### src/rtl/mem_arb_pkg.sv
// Shared definitions for the instruction/data port arbiter in front of the unified memory.
// Latency: none (package). Backpressure: none (package).
// State encoding, word/byte-enable widths and the fetch-starvation bound default.
package mem_arb_pkg;

    localparam int WORD_W           = 32;
    localparam int BE_W             = 4;
    localparam int ADDR_W_DEF       = 10;
    localparam int MAX_DATA_RUN_DEF = 3;

    typedef enum logic [1:0] {
        ARB_IDLE    = 2'd0,
        ARB_IF_WAIT = 2'd1,
        ARB_D_WAIT  = 2'd2
    } arb_state_e;

endpackage

### src/rtl/arb_run_counter.sv
// Saturating count of consecutive data grants taken while a fetch was waiting.
// Latency: count updates on the clock edge after inc/clr; at_max is combinational from the count.
// Backpressure: none; clr has priority over inc.
module arb_run_counter
    import mem_arb_pkg::*;
#(
    parameter int MAX_RUN = MAX_DATA_RUN_DEF
) (
    input  logic clk,
    input  logic rst,
    input  logic inc_i,
    input  logic clr_i,
    output logic at_max_o
);

    localparam int            CW    = $clog2(MAX_RUN + 1);
    localparam logic [CW-1:0] MAX_V = CW'(MAX_RUN);

    logic [CW-1:0] run_q;
    logic [CW-1:0] run_d;

    always_comb begin
        run_d = run_q;
        if (clr_i) begin
            run_d = '0;
        end else if (inc_i && (run_q != MAX_V)) begin
            run_d = run_q + CW'(1);
        end
    end

    always_ff @(posedge clk) begin
        if (rst) begin
            run_q <= '0;
        end else begin
            run_q <= run_d;
        end
    end

    assign at_max_o = (run_q == MAX_V);

endmodule

### src/rtl/imem_dmem_port_arbiter.sv
// Arbitrates fetch and load/store requests onto one single-ported synchronous memory.
// Latency: ready pulses exactly one cycle after the grant; one access per two cycles.
// Backpressure: requests are held by the requester until its ready pulse; data wins unless the fetch has starved MAX_DATA_RUN grants.
module imem_dmem_port_arbiter
    import mem_arb_pkg::*;
#(
    parameter int ADDR_W       = ADDR_W_DEF,
    parameter int MAX_DATA_RUN = MAX_DATA_RUN_DEF
) (
    input  logic              clk,
    input  logic              rst,
    input  logic              if_req,
    input  logic [31:0]       if_addr,
    output logic              if_ready,
    output logic [WORD_W-1:0] if_rdata,
    input  logic              d_req,
    input  logic              d_we,
    input  logic [31:0]       d_addr,
    input  logic [BE_W-1:0]   d_be,
    input  logic [WORD_W-1:0] d_wdata,
    output logic              d_ready,
    output logic [WORD_W-1:0] d_rdata,
    output logic              mem_en,
    output logic              mem_we,
    output logic [BE_W-1:0]   mem_be,
    output logic [ADDR_W-1:0] mem_addr,
    output logic [WORD_W-1:0] mem_wdata,
    input  logic [WORD_W-1:0] mem_rdata
);

    arb_state_e state_q;
    arb_state_e state_d;
    logic       run_inc;
    logic       run_clr;
    logic       run_at_max;

    // Byte offset and bits above the memory size are dropped, so addresses wrap.
    logic unused_addr_bits;
    assign unused_addr_bits = ^{if_addr[31:ADDR_W+2], if_addr[1:0],
                                d_addr[31:ADDR_W+2], d_addr[1:0]};

    arb_run_counter #(
        .MAX_RUN (MAX_DATA_RUN)
    ) u_run_counter (
        .clk      (clk),
        .rst      (rst),
        .inc_i    (run_inc),
        .clr_i    (run_clr),
        .at_max_o (run_at_max)
    );

    always_comb begin
        state_d   = state_q;
        run_inc   = 1'b0;
        run_clr   = 1'b0;
        if_ready  = 1'b0;
        if_rdata  = '0;
        d_ready   = 1'b0;
        d_rdata   = '0;
        mem_en    = 1'b0;
        mem_we    = 1'b0;
        mem_be    = '0;
        mem_addr  = '0;
        mem_wdata = '0;
        // Gating on rst suppresses both a new grant and a ready for an interrupted access.
        if (!rst) begin
            unique case (state_q)
                ARB_IDLE: begin
                    if (d_req && (!if_req || !run_at_max)) begin
                        mem_en    = 1'b1;
                        mem_we    = d_we;
                        mem_be    = d_we ? d_be : '0;
                        mem_addr  = d_addr[ADDR_W+1:2];
                        mem_wdata = d_wdata;
                        run_inc   = if_req;
                        run_clr   = !if_req;
                        state_d   = ARB_D_WAIT;
                    end else if (if_req) begin
                        mem_en   = 1'b1;
                        mem_addr = if_addr[ADDR_W+1:2];
                        run_clr  = 1'b1;
                        state_d  = ARB_IF_WAIT;
                    end
                end
                ARB_IF_WAIT: begin
                    if_ready = 1'b1;
                    if_rdata = mem_rdata;
                    state_d  = ARB_IDLE;
                end
                ARB_D_WAIT: begin
                    d_ready = 1'b1;
                    d_rdata = mem_rdata;
                    state_d = ARB_IDLE;
                end
                default: begin
                    state_d = ARB_IDLE;
                end
            endcase
        end
    end

    always_ff @(posedge clk) begin
        if (rst) begin
            state_q <= ARB_IDLE;
        end else begin
            state_q <= state_d;
        end
    end

endmodule

### config.mk
export PLATFORM = sky130hd
export DESIGN_NAME = imem_dmem_port_arbiter
export DESIGN_NICKNAME = d
export VERILOG_FILES = /design/src/rtl/mem_arb_pkg.sv /design/src/rtl/arb_run_counter.sv /design/src/rtl/imem_dmem_port_arbiter.sv
export SDC_FILE = /design/constraint.sdc
export NUM_CORES = 1
export LEC_CHECK = 0
export BUFFER_PORTS_ARGS = -buffer_cell sky130_fd_sc_hd__buf_2
export CAP_MARGIN = 10
export CORE_AREA = 3 3 96 98
export DETAILED_ROUTE_END_ITERATION = 8
export DIE_AREA = 0 0 99 101
export GPL_TIMING_DRIVEN = 0
export MAX_ROUTING_LAYER = met4
export PLACE_DENSITY = 0.49
export SLEW_MARGIN = 20
export SYNTH_ARGS = -nofsm -noshare
export SYNTH_HDL_FRONTEND = slang
export SYNTH_SLANG_ARGS = --single-unit
### constraint.sdc
create_clock -name clk -period 2.32 [get_ports clk]
set_clock_uncertainty 0.05 [all_clocks]
set_input_delay 0.348 -clock clk [delete_from_list [all_inputs] [get_ports clk]]
set_output_delay 0.348 -clock clk [all_outputs]
set_load 0.005 [all_outputs]
==> results of run 1 <==
cell usage in the layout (no fill, tap or decap):
cell type and count:
sky130_fd_sc_hd__and3_1 4, sky130_fd_sc_hd__nor3_1 2, sky130_fd_sc_hd__nand2b_1 1, sky130_fd_sc_hd__dfxtp_1 4, sky130_fd_sc_hd__nor3b_2 2, sky130_fd_sc_hd__nand3_1 10, sky130_fd_sc_hd__buf_4 2, sky130_fd_sc_hd__ha_1 3
sky130_fd_sc_hd__inv_1 3, sky130_fd_sc_hd__buf_6 1, sky130_fd_sc_hd__and2_1 97, sky130_fd_sc_hd__clkbuf_1 8, sky130_fd_sc_hd__clkbuf_8 3, sky130_fd_sc_hd__nor2_4 1, sky130_fd_sc_hd__clkbuf_2 2, sky130_fd_sc_hd__a21boi_2 1
sky130_fd_sc_hd__buf_1 1, sky130_fd_sc_hd__a21oi_1 12, sky130_fd_sc_hd__buf_2 208, sky130_fd_sc_hd__a21o_1 1, sky130_fd_sc_hd__nor2_1 2, sky130_fd_sc_hd__o21ai_0 2, sky130_fd_sc_hd__nand2_1 10, sky130_fd_sc_hd__or3_1 3
metal layers:
metal / vias to the layer above / wire length (um)
met5: - / 0
met4: 0 / 13
met3: 2 / 805
met2: 150 / 2690
met1: 814 / 1830
li1: 969 / -
cell type report:
cell class / count / area (um^2)
Fill cell: 955 / 6250
Multi-Input combinational cell: 151 / 925
Timing Repair Buffer: 208 / 1050
Buffer: 14 / 65.1
Tap cell: 108 / 135
Clock buffer: 3 / 41.3
Inverter: 3 / 11.3
Sequential cell: 4 / 80.1
flip-flops by register name (all words and copies together), names as in the netlist:
register / flops
state_q: 2
u_run_counter.run_q: 2
tightest hold or removal path: cells and delay by family:
family	cells	cell delay, ns
AND/OR/NAND/NOR	1	0.06
buffers and inverters	2	0.21
logic make-up after synthesis:
kind of cell	Yosys count	synth area share, %
AOI/OAI and AO/OA	16	7.98
buffers and inverters	17	7.04
DFF	4	7.51
adders and majority gates	3	3.52
and+or+nand+nor	132	73.9
where the power goes:
part           internal [mW]  switching [mW]
Sequential            0.0716         0.00206
Clock                  0.111          0.0417
Combinational          0.137           0.109
Total                  0.320           0.153
what timing repair did:
| item | in CTS | in global routing |
|---|---|---|
| setup endpoints to repair | 52 | 40 |
| resized for setup | 3 | 2 |
| pin swaps | 0 | 1 |
| hold buffers | 0 | 0 |
| buffers inserted | 0 | 2 |
stage by stage:
step | power [mW] | utilization, % | cells | hold slack, ns
after detailed placement | 0.321 | 26.1 | 486 | 0.430
after floorplan | 0.170 | - | 172 | 0.404
final | 0.473 | 26.9 | 491 | 0.398
after global routing | 0.517 | 26.9 | 491 | 0.405
after CTS | 0.481 | 26.7 | 489 | 0.387
after global placement | 0.318 | 26.1 | 486 | 0.420
how the worst max path moves through the flow:
stage               slack [ns]                      to  depth (start not counted)
floorplan                 0.51  u_run_counter.run_q[0]                          7
global placement         -0.03            if_rdata[22]                          5
detailed placement       -0.06            if_rdata[28]                          5
CTS                     0.0002           mem_wdata[23]                          7
global route             0.009           mem_wdata[16]                          7
finish                    0.17             mem_addr[7]                          6
==> reports/qor.tcl, run 1 <==
set qor(worstPathMaxFanout) 10
set qor(timing_worst_slew_pin_value_ns) 0.471
set qor(postSynth.asyncResetShare_pct) 0
set qor(cts-root-to-sink-buffers) 2
set qor(mappedNetlistArea_um2) 1070
set qor(r2r_setup_slack_ns) 0.28
set qor(finalWorstPathRequiredPeriod_ns) 2.15
set qor(vias_per_cell) 3.94
set qor(route.antenna.remaining_nets) 0
set qor(report.final.hold_viol_count) 0
set qor(gr-usage-met1_pct) 10.0
set qor(worst_setup_slack_after_placement_ns) -0.0561
set qor(cts.root.buffer_cell) {sky130_fd_sc_hd__clkbuf_8}
set qor(synth_ff_type) {sky130_fd_sc_hd__dfxtp_1}
set qor(hpwl_mm) 4.63
set qor(totalNegativeSetupSlack_ns) 0
set qor(worstHoldStart) {if_req}
set qor(clock_tree.htree_level_count) 1
set qor(worstPathRequired_ns) 1.92
set qor(global_route_wire_length_before_repair_mm) 7.94
set qor(hp-class) {in2reg}
set qor(busiest_layer) {met2}
set qor(worst_r2r_endpoint) {u_run_counter.run_q[0]}
set qor(finish.instance_area_um2) 2300
set qor(drt_pass1_iterations) 4
set qor(clock_tree_from_tritoncts) {built}
set qor(n_antenna_cell) 0
set qor(synth-edff-count) 0
set qor(clk_pin_slew_ns) 0.04
set qor(ys_types) 21
set qor(crit_family) {buffers and inverters}
set qor(final_setup_violating_endpoints) 0
set qor(placeableCoreArea_um2) 8550
set qor(max_freq_ghz) 0.465
set qor(ys_ff_latch) 4
set qor(worstReg2RegStart) {u_run_counter.run_q[0]}
set qor(holdPathStages) 3
set qor(worst_setup_margin_ns) 0.168
set qor(min_period_over_period_pct) 92.7
set qor(critical_path_class) {reg2out}
set qor(max_cap_violations) 0
set qor(overflow) 0
set qor(synth_area_per_cell_um2) 6.20
set qor(initial_antenna_violation_count) 0
set qor(max-slew-margin-rel_pct) 68.5
set qor(die_area_um2) 10000
set qor(dieWidth_um) 99
set qor(post-synth-top-count-cell) {sky130_fd_sc_hd__and2_1}
set qor(gr-usage-met2_pct) 18.8
set qor(initialDrtViolationCount) 25
set qor(vias_after_detailed_routing) 1935
set qor(grt_setup_unrepaired) {no}
set qor(cellLeakagePower_nw) 1.50
set qor(clkSinkCount) 4
set qor(critical_path_cell_list) {ha_1 -> a21boi_2 -> clkbuf_1 -> nand2_1 -> a21oi_1 -> buf_2}
set qor(yosysSeqAreaShare_pct) 7.51
set qor(initial_utilization_pct) 12.5
set qor(top_level_ports) 251
set qor(drive_above_1_share_pct) 57.4
set qor(end_kind) {output port}
set qor(vdd.ir_drop.worst_uv) 95.1
set qor(placed_cell_area_um2) 2230
set qor(setup.worst_path.start_class) {flip-flop}
set qor(netlist_top_cells_area) {sky130_fd_sc_hd__and2_1 (57%), sky130_fd_sc_hd__dfxtp_1 (7.5%), sky130_fd_sc_hd__a21oi_1 (5.6%)}
set qor(timing_max_transition_violations_final) 0
set qor(critPathSlowestCell) {sky130_fd_sc_hd__clkbuf_1}
set qor(critical-path-max-stage-delay_ns) 0.40
set qor(timing.hold.worst_endpoint) {state_q[0]}
set qor(yosysWarnings) 0
set qor(rows) 34
set qor(tritoncts.num_buffers) 3
set qor(r2r.worst_path.cells) 7
set qor(yosysTopAreaCell) {sky130_fd_sc_hd__and2_1}
set qor(p_per_area_nw_per_um2) 205
set qor(globalplace.congestion) 0.687
set qor(post_synth_most_frequent_cells) {sky130_fd_sc_hd__and2_1 (97), sky130_fd_sc_hd__a21oi_1 (12), sky130_fd_sc_hd__nand2_1 (10), sky130_fd_sc_hd__nand3_1 (10), sky130_fd_sc_hd__clkbuf_1 (8)}
set qor(grt_pass1_vias) 1741
set qor(drt-wirelength-per-cell_um) 10.9
set qor(critical_path_arrival_ns) 1.75
set qor(yosys.area.top_type_share_pct) 56.9
set qor(finish.net_count) 525
set qor(buffers_inverters_on_critical_path) 2
set qor(pin_count_of_the_biggest_net_entering_global_routing) 11
set qor(status) {finished, final reports clean}
set qor(route.detailed.drc) 0
set qor(die_ht_um) 101
set qor(number_of_standard_cells_after_synthesis) 172
set qor(synthToLayoutAreaGrowth_pct) 116
set qor(globalRouteTotalUtil_pct) 9.87
set qor(syn-num-nets) 312
set qor(routed_wl_mm) 5.34
set qor(clk_latency_ns) 0.22
set qor(crit_path_start) {u_run_counter.run_q[0]}
set qor(met3_usage_grt_pct) 3.32
set qor(numPortBuffers) 206
Power figures use the tool's default switching activity.
==> run 2: changes to the inputs <==
Settings changed: CELL_PAD_IN_SITES_DETAIL_PLACEMENT set to 0, CELL_PAD_IN_SITES_GLOBAL_PLACEMENT set to 1, CORE_AREA 3 3 96 98 to not set, CORE_MARGIN set to 3, CORE_UTILIZATION set to 11, DIE_AREA 0 0 99 101 to not set, PLACE_DENSITY 0.49 to 0.78.
==> run 2 against run 1 <==
Combinational power grew 2%. First-iteration DRC count rose to 4.6 times the previous value. Critical path depth grew 1. Hold slack worse by 0.019 ns. Cell count increased by 4.1%. Final area grew 0.87%. Routed wire length up 15%. Clock-buffer cell count is the same. Highest routed layer unchanged. Core utilization decreased by 2.0 points. Clock power shrank 4%. Sequential share of layout area about the same. Largest cell class unchanged.
==> reports/qor.tcl, run 2 (synthesis results as in run 1) <==
set qor(crit_top_cell) {sky130_fd_sc_hd__buf_2}
set qor(worstHoldStart) {if_req}
set qor(vias_after_detailed_routing) 1982 ;# +2.4%
set qor(final_core_util_pct) 24.9 ;# -2.0 points
set qor(timing_worst_slew_pin_value_ns) 0.451 ;# -0.0201 ns
set qor(vdd.ir_drop.worst_uv) 111 ;# +16%
set qor(layout_commonest_cell) {sky130_fd_sc_hd__buf_2}
set qor(worstReg2RegStart) {u_run_counter.run_q[0]}
set qor(finalNonFillerCells) 511 ;# +4.1%
set qor(numPortBuffers) 206 ;# unchanged
set qor(r2r.worst_path.cells) 7 ;# unchanged
set qor(vias_per_cell) 3.88 ;# -1.6%
set qor(dieWidth_um) 104 ;# +5.5%
set qor(total_power_mw) 0.472 ;# -0.22%
set qor(holdBufCountCts) 0 ;# unchanged
set qor(routed_wl_mm) 6.14 ;# +15%
set qor(pin_count_of_the_biggest_net_entering_global_routing) 11 ;# unchanged
set qor(drive_above_1_share_pct) 57.6 ;# +0.15 points
set qor(r2r_setup_slack_ns) 0.48 ;# +0.20 ns
set qor(cts.root.buffer_cell) {sky130_fd_sc_hd__clkbuf_8}
set qor(finish.net_count) 524 ;# -0.19%
set qor(cellLeakagePower_nw) 1.50 ;# -0.15%
set qor(route.detailed.drc) 0 ;# unchanged
set qor(clk_latency_ns) 0.22 ;# about the same
set qor(critical_path_cell_list) {ha_1 -> a21boi_2 -> inv_1 -> nor2_4 -> buf_2 -> and2_1 -> buf_2}
set qor(max_cap_violations) 0 ;# unchanged
set qor(n_antenna_cell) 0 ;# unchanged
set qor(timing_max_transition_violations_final) 0 ;# unchanged
set qor(final_setup_violating_endpoints) 0 ;# unchanged
set qor(overflow) 0 ;# unchanged
set qor(clk_pin_slew_ns) 0.03 ;# about the same
set qor(min_period_over_period_pct) 92.4 ;# -0.34 points
set qor(worst_setup_margin_ns) 0.176 ;# +0.00796 ns
set qor(clock_tree.htree_level_count) 1 ;# unchanged
set qor(layout_common_cells) {sky130_fd_sc_hd__buf_2 (208), sky130_fd_sc_hd__and2_1 (97), sky130_fd_sc_hd__a21oi_1 (12)}
set qor(tritoncts.num_buffers) 3 ;# unchanged
set qor(critPathSlowestCell) {sky130_fd_sc_hd__dfxtp_1}
set qor(finalWorstPathRequiredPeriod_ns) 2.14 ;# -0.00796 ns
set qor(synthToLayoutAreaGrowth_pct) 118
set qor(die_ht_um) 104 ;# +3.4%
set qor(max_freq_ghz) 0.466 ;# +0.37%
set qor(biggestRegsByFlops) {state_q: 2 flops, u_run_counter.run_q: 2 flops}
set qor(critical-path-max-stage-delay_ns) 0.31 ;# -0.09 ns
set qor(timing.hold.worst_endpoint) {state_q[0]}
set qor(globalplace.congestion) 0.785 ;# +14%
set qor(drt-wirelength-per-cell_um) 12.0 ;# +10%
set qor(placed_cell_area_um2) 2260 ;# +1.2%
set qor(hp-class) {in2reg}
set qor(top_level_ports) 251 ;# unchanged
set qor(initial_utilization_pct) 11.4 ;# -1.0 points
set qor(rows) 35 ;# +2.9%
set qor(initialDrtViolationCount) 114 ;# +360%
set qor(hpwl_mm) 5.41 ;# +17%
set qor(report.final.hold_viol_count) 0 ;# unchanged
set qor(critical_path_arrival_ns) 1.75 ;# about the same
set qor(holdPathStages) 3 ;# unchanged
set qor(p_per_area_nw_per_um2) 203 ;# -1.1%
set qor(globalRouteTotalUtil_pct) 10.5 ;# +0.66 points
set qor(worstPathRequired_ns) 1.92 ;# about the same
set qor(worst_r2r_endpoint) {u_run_counter.run_q[0]}
set qor(die_area_um2) 10900 ;# +9.1%
set qor(drt_pass1_iterations) 5 ;# +1
set qor(setup.worst_path.start_class) {flip-flop}
set qor(filler_cell_count) 1064 ;# +11%
set qor(dp.cells) 507 ;# +4.3%
set qor(cts-root-to-sink-buffers) 2 ;# unchanged
set qor(end_kind) {output port}
set qor(placeableCoreArea_um2) 9330 ;# +9.1%
set qor(clock_tree_from_tritoncts) {built}
set qor(grt_setup_unrepaired) {no}
set qor(critical_path_class) {reg2out}
set qor(global_route_wire_length_before_repair_mm) 9.09 ;# +15%
set qor(status) {finished, final reports clean}
set qor(clkSinkCount) 4 ;# unchanged
set qor(finish.instance_area_um2) 2320 ;# +0.87%
set qor(worstPathMaxFanout) 10 ;# unchanged
set qor(grt_pass1_vias) 1945 ;# +12%
set qor(worst_setup_slack_after_placement_ns) 0.0520 ;# +0.108 ns
set qor(max-slew-margin-rel_pct) 69.8 ;# +1.3 points
set qor(initial_antenna_violation_count) 0 ;# unchanged
set qor(route.antenna.remaining_nets) 0 ;# unchanged
-- run 2: changes by cell type in the layout (fill, tap and decap cells not counted), sizes merged --
cell / delta
buf: -1
-- run 2: repair_timing --
action / CTS / global route
buffers inserted: 0 / 1
resized for setup: 4 / 3
endpoints found under the setup margin: 13 / 32
pin swaps: 0 / 1
-- run 2: through the flow --
step / TNS, ns / hold WS, ns
after global routing: 0 / 0.391
after floorplan: 0 / 0.404
after CTS: 0 / 0.379
after detailed placement: 0 / 0.442
final: 0 / 0.378
after global placement: -0.283 / 0.414
-- run 2: how the worst max path moves through the flow --
stage,from,to,depth (start not counted)
2_1_floorplan,u_run_counter.run_q[0],u_run_counter.run_q[0],7
6_report,u_run_counter.run_q[0],mem_wdata[9],7
3_3_place_gp,rst,if_rdata[29],5
5_1_grt,u_run_counter.run_q[0],mem_wdata[9],7
4_1_cts,u_run_counter.run_q[0],mem_wdata[9],7
3_5_place_dp,rst,if_rdata[27],5
-- run 2: area by class of cell --
type	instances	area, um^2	area share [%]
plain buffers	14	66.3	2.85
clock buffers	3	41.3	1.78
inverters	3	11.3	0.485
multi-input cells	151	925	39.8
flip-flops and latches	4	80.1	3.45
well taps	129	161	6.95
repair buffers	207	1040	44.7
-- run 2: where the power goes --
part | internal (mW) | switching [mW]
clock | 0.111 | 0.0361
combinational | 0.137 | 0.115
sequential | 0.0717 | 0.00213
-- run 2: critical path, delay by kind of cell, from the launching register on --
kind | cells | cell delay [ns]
adder cells (fa/ha/maj) | 1 | 0.22
flip-flops | 1 | 0.31
AO/OA/AOI/OAI | 1 | 0.21
AND/OR/NAND/NOR | 2 | 0.32
buffers and inverters | 3 | 0.46
-- run 2: per-layer routing --
layer  part of all wire [%]  vias to the layer above  GRT usage (%)
li1                       -                      961              -
met1                     36                      858           10.1
met2                     51                      161           20.4
met3                     12                        2           2.17
met4                    1.2                        0           3.99
met5                      0                        -              -
